### src/rtl/reg_fifo_stage_if.sv
// Handshake bundle for reg_fifo_stage: write side (I*), read side (O*) and occupancy.
// REG_FIFO_WATERMARK_EN adds the registered almost_full flag.
interface reg_fifo_stage_if #(
  parameter int WIDTH = 16,
  parameter int DEPTH = 4
);
  localparam int CW = $clog2(DEPTH) + 1;

  logic [WIDTH-1:0] I;
  logic             I_valid;
  logic             I_ready;
  logic [WIDTH-1:0] O;
  logic             O_valid;
  logic             O_ready;
  logic [CW-1:0]    count;
`ifdef REG_FIFO_WATERMARK_EN
  logic             almost_full;

  modport master (
    output I, I_valid, O_ready,
    input  I_ready, O, O_valid, count, almost_full
  );
  modport slave (
    input  I, I_valid, O_ready,
    output I_ready, O, O_valid, count, almost_full
  );
`else
  modport master (
    output I, I_valid, O_ready,
    input  I_ready, O, O_valid, count
  );
  modport slave (
    input  I, I_valid, O_ready,
    output I_ready, O, O_valid, count
  );
`endif
endinterface

### src/rtl/reg_fifo_stage.sv
// FWFT register-array FIFO feeding the 16-bit register stage input.
// Optional REG_FIFO_WATERMARK_EN: registered almost_full at AF_LEVEL.
module reg_fifo_stage #(
  parameter int WIDTH    = 16,
  parameter int DEPTH    = 4,
  parameter int AF_LEVEL = 3
) (
  input logic             CLK,
  input logic             ASYNCRESETN,
  reg_fifo_stage_if.slave bus
);
  localparam int AW = $clog2(DEPTH);
  localparam int CW = AW + 1;
  localparam logic [AW-1:0] PTR_ONE  = AW'(1);
  localparam logic [CW-1:0] CNT_ONE  = CW'(1);
  localparam logic [CW-1:0] CNT_FULL = CW'(DEPTH);
  localparam logic [CW-1:0] CNT_AF   = CW'(AF_LEVEL);

  logic [WIDTH-1:0] mem_q [DEPTH];
  logic [WIDTH-1:0] mem_d [DEPTH];
  logic [AW-1:0]    wr_ptr_q, wr_ptr_d;
  logic [AW-1:0]    rd_ptr_q, rd_ptr_d;
  logic [CW-1:0]    count_q, count_d;
  logic             push, pop;

  // Flags come only from registered state: no O_ready -> I_ready path.
  assign bus.I_ready = (count_q != CNT_FULL);
  assign bus.O_valid = (count_q != '0);
  assign bus.O       = mem_q[rd_ptr_q];
  assign bus.count   = count_q;

  assign push = bus.I_valid && bus.I_ready;
  assign pop  = bus.O_valid && bus.O_ready;

  always_comb begin
    mem_d    = mem_q;
    wr_ptr_d = wr_ptr_q;
    rd_ptr_d = rd_ptr_q;
    count_d  = count_q;
    if (push) begin
      mem_d[wr_ptr_q] = bus.I;
      wr_ptr_d        = wr_ptr_q + PTR_ONE;
    end
    if (pop) begin
      rd_ptr_d = rd_ptr_q + PTR_ONE;
    end
    unique case ({push, pop})
      2'b10:   count_d = count_q + CNT_ONE;
      2'b01:   count_d = count_q - CNT_ONE;
      default: count_d = count_q;
    endcase
  end

  always_ff @(posedge CLK or negedge ASYNCRESETN) begin
    if (!ASYNCRESETN) begin
      for (int i = 0; i < DEPTH; i++) begin
        mem_q[i] <= '0;
      end
      wr_ptr_q <= '0;
      rd_ptr_q <= '0;
      count_q  <= '0;
    end else begin
      mem_q    <= mem_d;
      wr_ptr_q <= wr_ptr_d;
      rd_ptr_q <= rd_ptr_d;
      count_q  <= count_d;
    end
  end

`ifdef REG_FIFO_WATERMARK_EN
  logic almost_full_q, almost_full_d;

  // Loaded from the next count so it lines up with the count output.
  assign almost_full_d   = (count_d >= CNT_AF);
  assign bus.almost_full = almost_full_q;

  always_ff @(posedge CLK or negedge ASYNCRESETN) begin
    if (!ASYNCRESETN) begin
      almost_full_q <= 1'b0;
    end else begin
      almost_full_q <= almost_full_d;
    end
  end
`endif

endmodule
### src/flat_wrapper.sv
// flat-port wrapper written by rule: the top's interface ports become plain ports
module reg_fifo_stage_flat 
#(
  parameter int WIDTH    = 16,
  parameter int DEPTH    = 4,
  parameter int AF_LEVEL = 3
)
  (CLK, ASYNCRESETN, bus_I, bus_I_valid, bus_O_ready, bus_I_ready, bus_O, bus_O_valid, bus_count);
  reg_fifo_stage_if #(.WIDTH(WIDTH), .DEPTH(DEPTH)) bus_i ();
  input logic CLK;
  input logic ASYNCRESETN;
  input wire logic [$bits(bus_i.I)-1:0] bus_I;
  input wire logic [$bits(bus_i.I_valid)-1:0] bus_I_valid;
  input wire logic [$bits(bus_i.O_ready)-1:0] bus_O_ready;
  output wire logic [$bits(bus_i.I_ready)-1:0] bus_I_ready;
  output wire logic [$bits(bus_i.O)-1:0] bus_O;
  output wire logic [$bits(bus_i.O_valid)-1:0] bus_O_valid;
  output wire logic [$bits(bus_i.count)-1:0] bus_count;
  assign bus_i.I = bus_I;
  assign bus_i.I_valid = bus_I_valid;
  assign bus_i.O_ready = bus_O_ready;
  assign bus_I_ready = bus_i.I_ready;
  assign bus_O = bus_i.O;
  assign bus_O_valid = bus_i.O_valid;
  assign bus_count = bus_i.count;
  reg_fifo_stage #(.WIDTH(WIDTH), .DEPTH(DEPTH), .AF_LEVEL(AF_LEVEL)) u_core (.CLK(CLK), .ASYNCRESETN(ASYNCRESETN), .bus(bus_i));
endmodule
### config.mk
export PLATFORM = sky130hd
export DESIGN_NAME = reg_fifo_stage_flat
export DESIGN_NICKNAME = d
export VERILOG_FILES = /design/src/rtl/reg_fifo_stage_if.sv /design/src/rtl/reg_fifo_stage.sv /design/src/flat_wrapper.sv
export SDC_FILE = /design/constraint.sdc
export NUM_CORES = 1
export LEC_CHECK = 0
export ABC_AREA = 1
export CAP_MARGIN = 20
export CELL_PAD_IN_SITES_DETAIL_PLACEMENT = 0
export CELL_PAD_IN_SITES_GLOBAL_PLACEMENT = 1
export CORE_ASPECT_RATIO = 1.5
export CORE_UTILIZATION = 45
export DETAILED_ROUTE_END_ITERATION = 7
export PLACE_DENSITY = 0.83
export RECOVER_POWER = 50
export SYNTH_ARGS = -nofsm -noshare
export SYNTH_HDL_FRONTEND = slang
export SYNTH_SLANG_ARGS = --single-unit
### constraint.sdc
create_clock -name CLK -period 5.4 [get_ports CLK]
set_input_delay 1.08 -clock CLK [delete_from_list [all_inputs] [get_ports CLK]]
set_output_delay 1.08 -clock CLK [all_outputs]
set_load 0.01 [all_outputs]
# After elaboration in Yosys (flattened, before gate mapping)
# Cells that the tools add are included.
word_totals:
  ff_bits: 71
  latch_bits: 0
  mem_bits_rw: 0
  mem_bits_ro: 0
  inputBits: 20
  output_inout_bits: 21
  word_cells: 31
  mem_count: 0
classes:
  addsub: 4
  mul: 0
  div_mod_pow: 0
  n_lt_le_gt_ge: 3
  eq_ne: 3
  shift: 0
  n_mux: 7
  bitwise: 2
  reduce_logical: 5
ops:
  columns: ["cell", "n"]
  rows:
  - ["64-bit bitwise mux", 1]
  - ["16-bit two-way mux", 3]
  - ["16-bit binary-select mux with 2-bit select", 1]
  - ["16-bit demux with 2-bit select", 1]
  - ["3-bit greater-or-equal comparator (second input constant)", 2]
  - ["2-bit NOT with 3-bit output", 2]
  - ["3-bit one-hot mux with 2 select lines", 1]
  - ["2-bit by 1-bit adder with 2-bit output (second input constant)", 2]
  - ["3-bit by 1-bit adder with 3-bit output (second input constant)", 1]
  - ["1-bit logical AND", 3]
  - ["3-bit by 1-bit less-than comparator with 1-bit output (second input constant)", 1]
  - ["3-bit inequality test (second input constant)", 1]
  - ["3-bit nonzero test", 1]
  - ["3-bit by 1-bit subtractor with 3-bit output (second input constant)", 1]
  - ["2-bit by 1-bit == test with 1-bit output (second input constant)", 1]
  - ["2-bit == test (second input constant)", 1]
  - ["2-bit nonzero test", 1]

# Logic depth before layout (Yosys ltp)
logic_depth:
  depth_word: 6
  depth_mapped: 12
  ltp_nobuf: 12

# Least setup slack after synthesis
# OpenSTA, ideal clock, no wires.
synth_path:
  kind: "input port to flip-flop"
  startpoint: "in bus_I_valid"
  endpoint: "reg u_core.count_q[2] (netlist: u_core.bus.count[2])"
  setup_time_ns: 0.117
  arrival_time_ns: 2.302
  required_ns: 5.283
  path_slack_ns: 2.981
  path_stages: 10
  n_path_buf: 2
  cell_sequence: "buf_4 > buf_4 > nand2_1 > ha_1 > inv_1 > fa_1 > nand2_1 > nand3_1 > nand2_1 > nand2_1"
synth_via:
  elab_chain_cells: 3
  elab_cells_between_ends: 5
  classes_between: "2 x eq/ne; 1 x mux; 2 x reduce/logical"
synth_rtl:
  columns: ["item", "line_no", "source"]
  rows:
  - ["start, declared", "flat_wrapper.sv:13", "input wire logic [$bits(bus_i.I_valid)-1:0] bus_I_valid;"]
  - ["1-bit logical AND (*)", "reg_fifo_stage.sv:32", "assign push = bus.I_valid && bus.I_ready;"]
  - ["2-bit by 1-bit == test with 1-bit output or 2-bit == test (tied branches)", "reg_fifo_stage.sv:47", "unique case ({push, pop})"]
  - ["3-bit one-hot mux with 2 select lines or 2-bit nonzero test (tied branches)", null, null]
  - ["end signal, assigned", "reg_fifo_stage.sv:66", "count_q <= count_d;"]
  - ["end, declared", "reg_fifo_stage.sv:23", "logic [CW-1:0] count_q, count_d;"]
# Mark *: on every way between the ends. The rest lies on a longest branch, timed or not.
# A chain may end at the register's enable or synchronous reset.

# Worst setup path in the final report
layout_path:
  startpoint: "reg u_core.rd_ptr_q[0]"
  endpoint: "out bus_O[3]"
layout_via:
  elab_chain_cells: 4
layout_rtl:
  columns: ["item", "line_no", "source"]
  rows:
  - ["start, declared", "reg_fifo_stage.sv:22", "logic [AW-1:0] rd_ptr_q, rd_ptr_d;"]
  - ["start signal, assigned", "reg_fifo_stage.sv:65", "rd_ptr_q <= rd_ptr_d;"]
  - ["2-bit NOT with 3-bit output (implied by the code)", "reg_fifo_stage.sv:29", "assign bus.O = mem_q[rd_ptr_q];"]
  - ["16-bit binary-select mux with 2-bit select", "reg_fifo_stage.sv:29", null]
  - ["16-bit two-way mux (implied by the code) (2 in a row)", "reg_fifo_stage.sv:29", null]
  - ["end, declared", "flat_wrapper.sv:16", "output wire logic [$bits(bus_i.O)-1:0] bus_O;"]
# No other way between the ends. The select of a mux whose other input is x is not followed.

==> out/summary.txt <==
WHS: 464 ps
initial antenna violation count: 0
status: complete, but fails checks
all-layer global routing usage: 0.262
synthesized flop and latch total: 71
post-DP HPWL: 5530 um
Max Slew Vio Count: 72
CP startpoint kind: flop
logic gate share of total power: 0.476
PortBufs: 40
routability cong.: 0.747
clk sinks: 71
Routed WL per cell: 17.4 um
Tmin final: 3250 ps
xor and xnor fraction of the mapped netlist area: 0.00244
Synth Area in Compound Gates: 0.0685
worst ir drop on vdd: 0.393 mV
crit-path cells: inv_2 > o21ai_0 > o21ai_1 > clkdlybuf4s50_1
Hold Buf Count CTS: 0
clk slew on worst S/H paths: 50 ps
net load switching power: 1.12 mW
Seq pwr share: 0.335
Max Clk Rate: 308 MHz
Overflow after GRT: 0
DRC marker count from the first detailed-route iteration: 350
violated checks: max-capacitance violations, max-slew violations
period utilisation layout: 0.601
slew at the pin with the worst max-slew slack: 1780 ps
Synth area leaders: dfrtp_1, nand2_1, nand4_1
Cell Area, Placed: 3920 sq um
number of top-level pins: 41
nature of the critical path endpoint: output port
total CTS buffers: 9
Clock Latency Late Sink: 330 ps
antenna-violating nets left: 0
CP Max Fanout: 34
register area share after synthesis: 0.496
Hold Path Class: reg -> reg
cell area power density: 654 nW/um^2
Worst slew margin: -0.184
via count: 3185
first-pass GRT wire length: 16200 um
Setup Crit Path Kind: reg -> out
slowest CP cell: clkdlybuf4s50_1
Vias/cell: 5.61
adder-cell share of the synthesized area: 0.0231
unrepaired setup endpoints after global routing: false
Leak: 2.06 nW
Internal: 1.61 mW
clk_skew: 7.34 ps
Reg2Reg Setup Slack: 2970 ps
largest net degree at the start of global routing: 73
Final Hold Viols: 0
Ant. Diodes: 0
number of cell rows: 39
initial core utilization: 0.468
Synth Area per Inst: 8.03 sq um
Arrival @ worst endpoint: 2170 ps
CTS tree: yes
Syn Inst Count: 446
Die ar.: 8330 sq um
Die H: 111 um
Root Buffer: clkbuf_16
die width: 74.9 um
TritonRoute pass-1 iters: 4
final core occ: 0.546
# setup viols final: 0
Mapped Area: 3580 sq um
mux contribution to synthesized area: 0
Core Box Area: 7660 sq um
final instance area: 4190 sq um
nets: 490
setup_tns: 0 ps
vias in the first global route: 3063
drt drc: 0
share of cells above drive strength 1: 0.0494
Worst path top cell family by delay: buffers and inverters
Sw Ratio: 0.411
CTS max path bufs: 2
H-tree depth: 3
Buf/Inv on CP: 2
synth unique cells: 20
Critical Path RT: 4320 ps
largest family of logic cells by synthesized area: simple AND/OR/NAND/NOR gates
Area Growth Syn to Fin: 16.9%
syn_nets: 472
Synth top area share: 0.496
final wirelength: 9890 um
postcts setup bufs: 0
# Max-Cap Violations: 1
cts repair resizes: 0
YS warnings: 0
max incr delay on CP: 560 ps
biggest area consumer among synthesized cells: dfrtp_1
Post-Synth Simple-Gate Area: 0.341
power share of the clock group: 0.189
-- state kept, by name (all words and copies together) (netlist names) --
| name | flops |
|---|---|
| u_core.bus.count | 3 |
| u_core.mem_q | 64 |
| u_core.rd_ptr_q | 2 |
| u_core.wr_ptr_q | 2 |
-- worst paths after layout --
check	from	end	depth (start not counted)
worst max-delay path	u_core.rd_ptr_q[0]	bus_O[3]	4
worst min-delay path	u_core.mem_q[13]	u_core.mem_q[13]	2
worst max register to register	u_core.bus.count[1]	u_core.bus.count[2]	10
worst min register to register	u_core.mem_q[13]	u_core.mem_q[13]	2
max in group asynchronous	ASYNCRESETN	u_core.mem_q[56]	2
min in group asynchronous	ASYNCRESETN	u_core.mem_q[10]	2
-- cell usage in the layout, fill, tap and decap left out --
cell and count:
nand3_2 3, buf_2 2, nand3_1 6, nor2_1 49, buf_16 1, clkbuf_16 9, clkbuf_8 1, nand2_1 147
clkdlybuf4s50_1 37, dlygate4sd3_1 1, ha_1 5, nand2_4 1, xnor2_1 1, clkinv_2 2, fa_1 1, inv_2 1
o21ai_0 34, o21ai_1 15, nand4_1 65, clkbuf_1 1, inv_1 10, clkbuf_2 1, dfrtp_1 71, buf_4 2
-- tightest hold or removal path: stages (launching register included) --
cell and delay (ps):
dfrtp_1 330, nand2_1 50, nand2_1 40
-- metal layers --
layer / track usage / share of wire / vias to the layer above
met2: 0.406 / 0.51 / 114
met1: 0.361 / 0.42 / 1527
li1: - / - / 1532
met4: 0.106 / 0.018 / 0
met3: 0.0409 / 0.052 / 12
met5: 0 / 0 / -
-- power groups by stage --
stage                     Sequential [mW]  Clock, mW  Combinational, mW
after global routing                0.947      0.559               1.46
final                               0.918      0.518               1.30
after detailed placement            0.923          0               1.29
after CTS                           0.918      0.527               1.30
after floorplan                     0.894          0              0.835
after global placement              0.916          0               1.28
-- layout make-up --
class	instances	area [sq um]
fillers	779	3470
flip-flops and latches	71	1780
multi-input cells	327	1550
repair buffers	44	438
clock buffers	11	243
well taps	102	128
inverters	11	41.3
clock inverters	2	10.0
-- Yosys cell counts (all sizes together) --
cell type / count
clkbuf: 8
fa: 1
nand4: 65
buf: 29
inv: 11
nor2: 49
ha: 5
xnor2: 1
nand2: 148
nand3: 9
o21ai: 49
dfrtp: 71
-- metrics by stage --
stage | power, mW | instances | worst slack [ps]
global route | 2.96 | 568 | 2080
detailed placement | 2.22 | 554 | 2120
CTS | 2.74 | 567 | 1740
finish | 2.74 | 568 | 2150
global placement | 2.19 | 554 | 2150
floorplan | 1.73 | 446 | 2980
-- kinds of logic after synthesis --
logic type | Yosys count
AOI/OAI and AO/OA | 49
xor gates and xnor gates | 1
adders and majority gates | 6
buffers and inverters | 48
DFF | 71
and+or+nand+nor | 271
No activity file was read; power rests on OpenSTA's default activity.
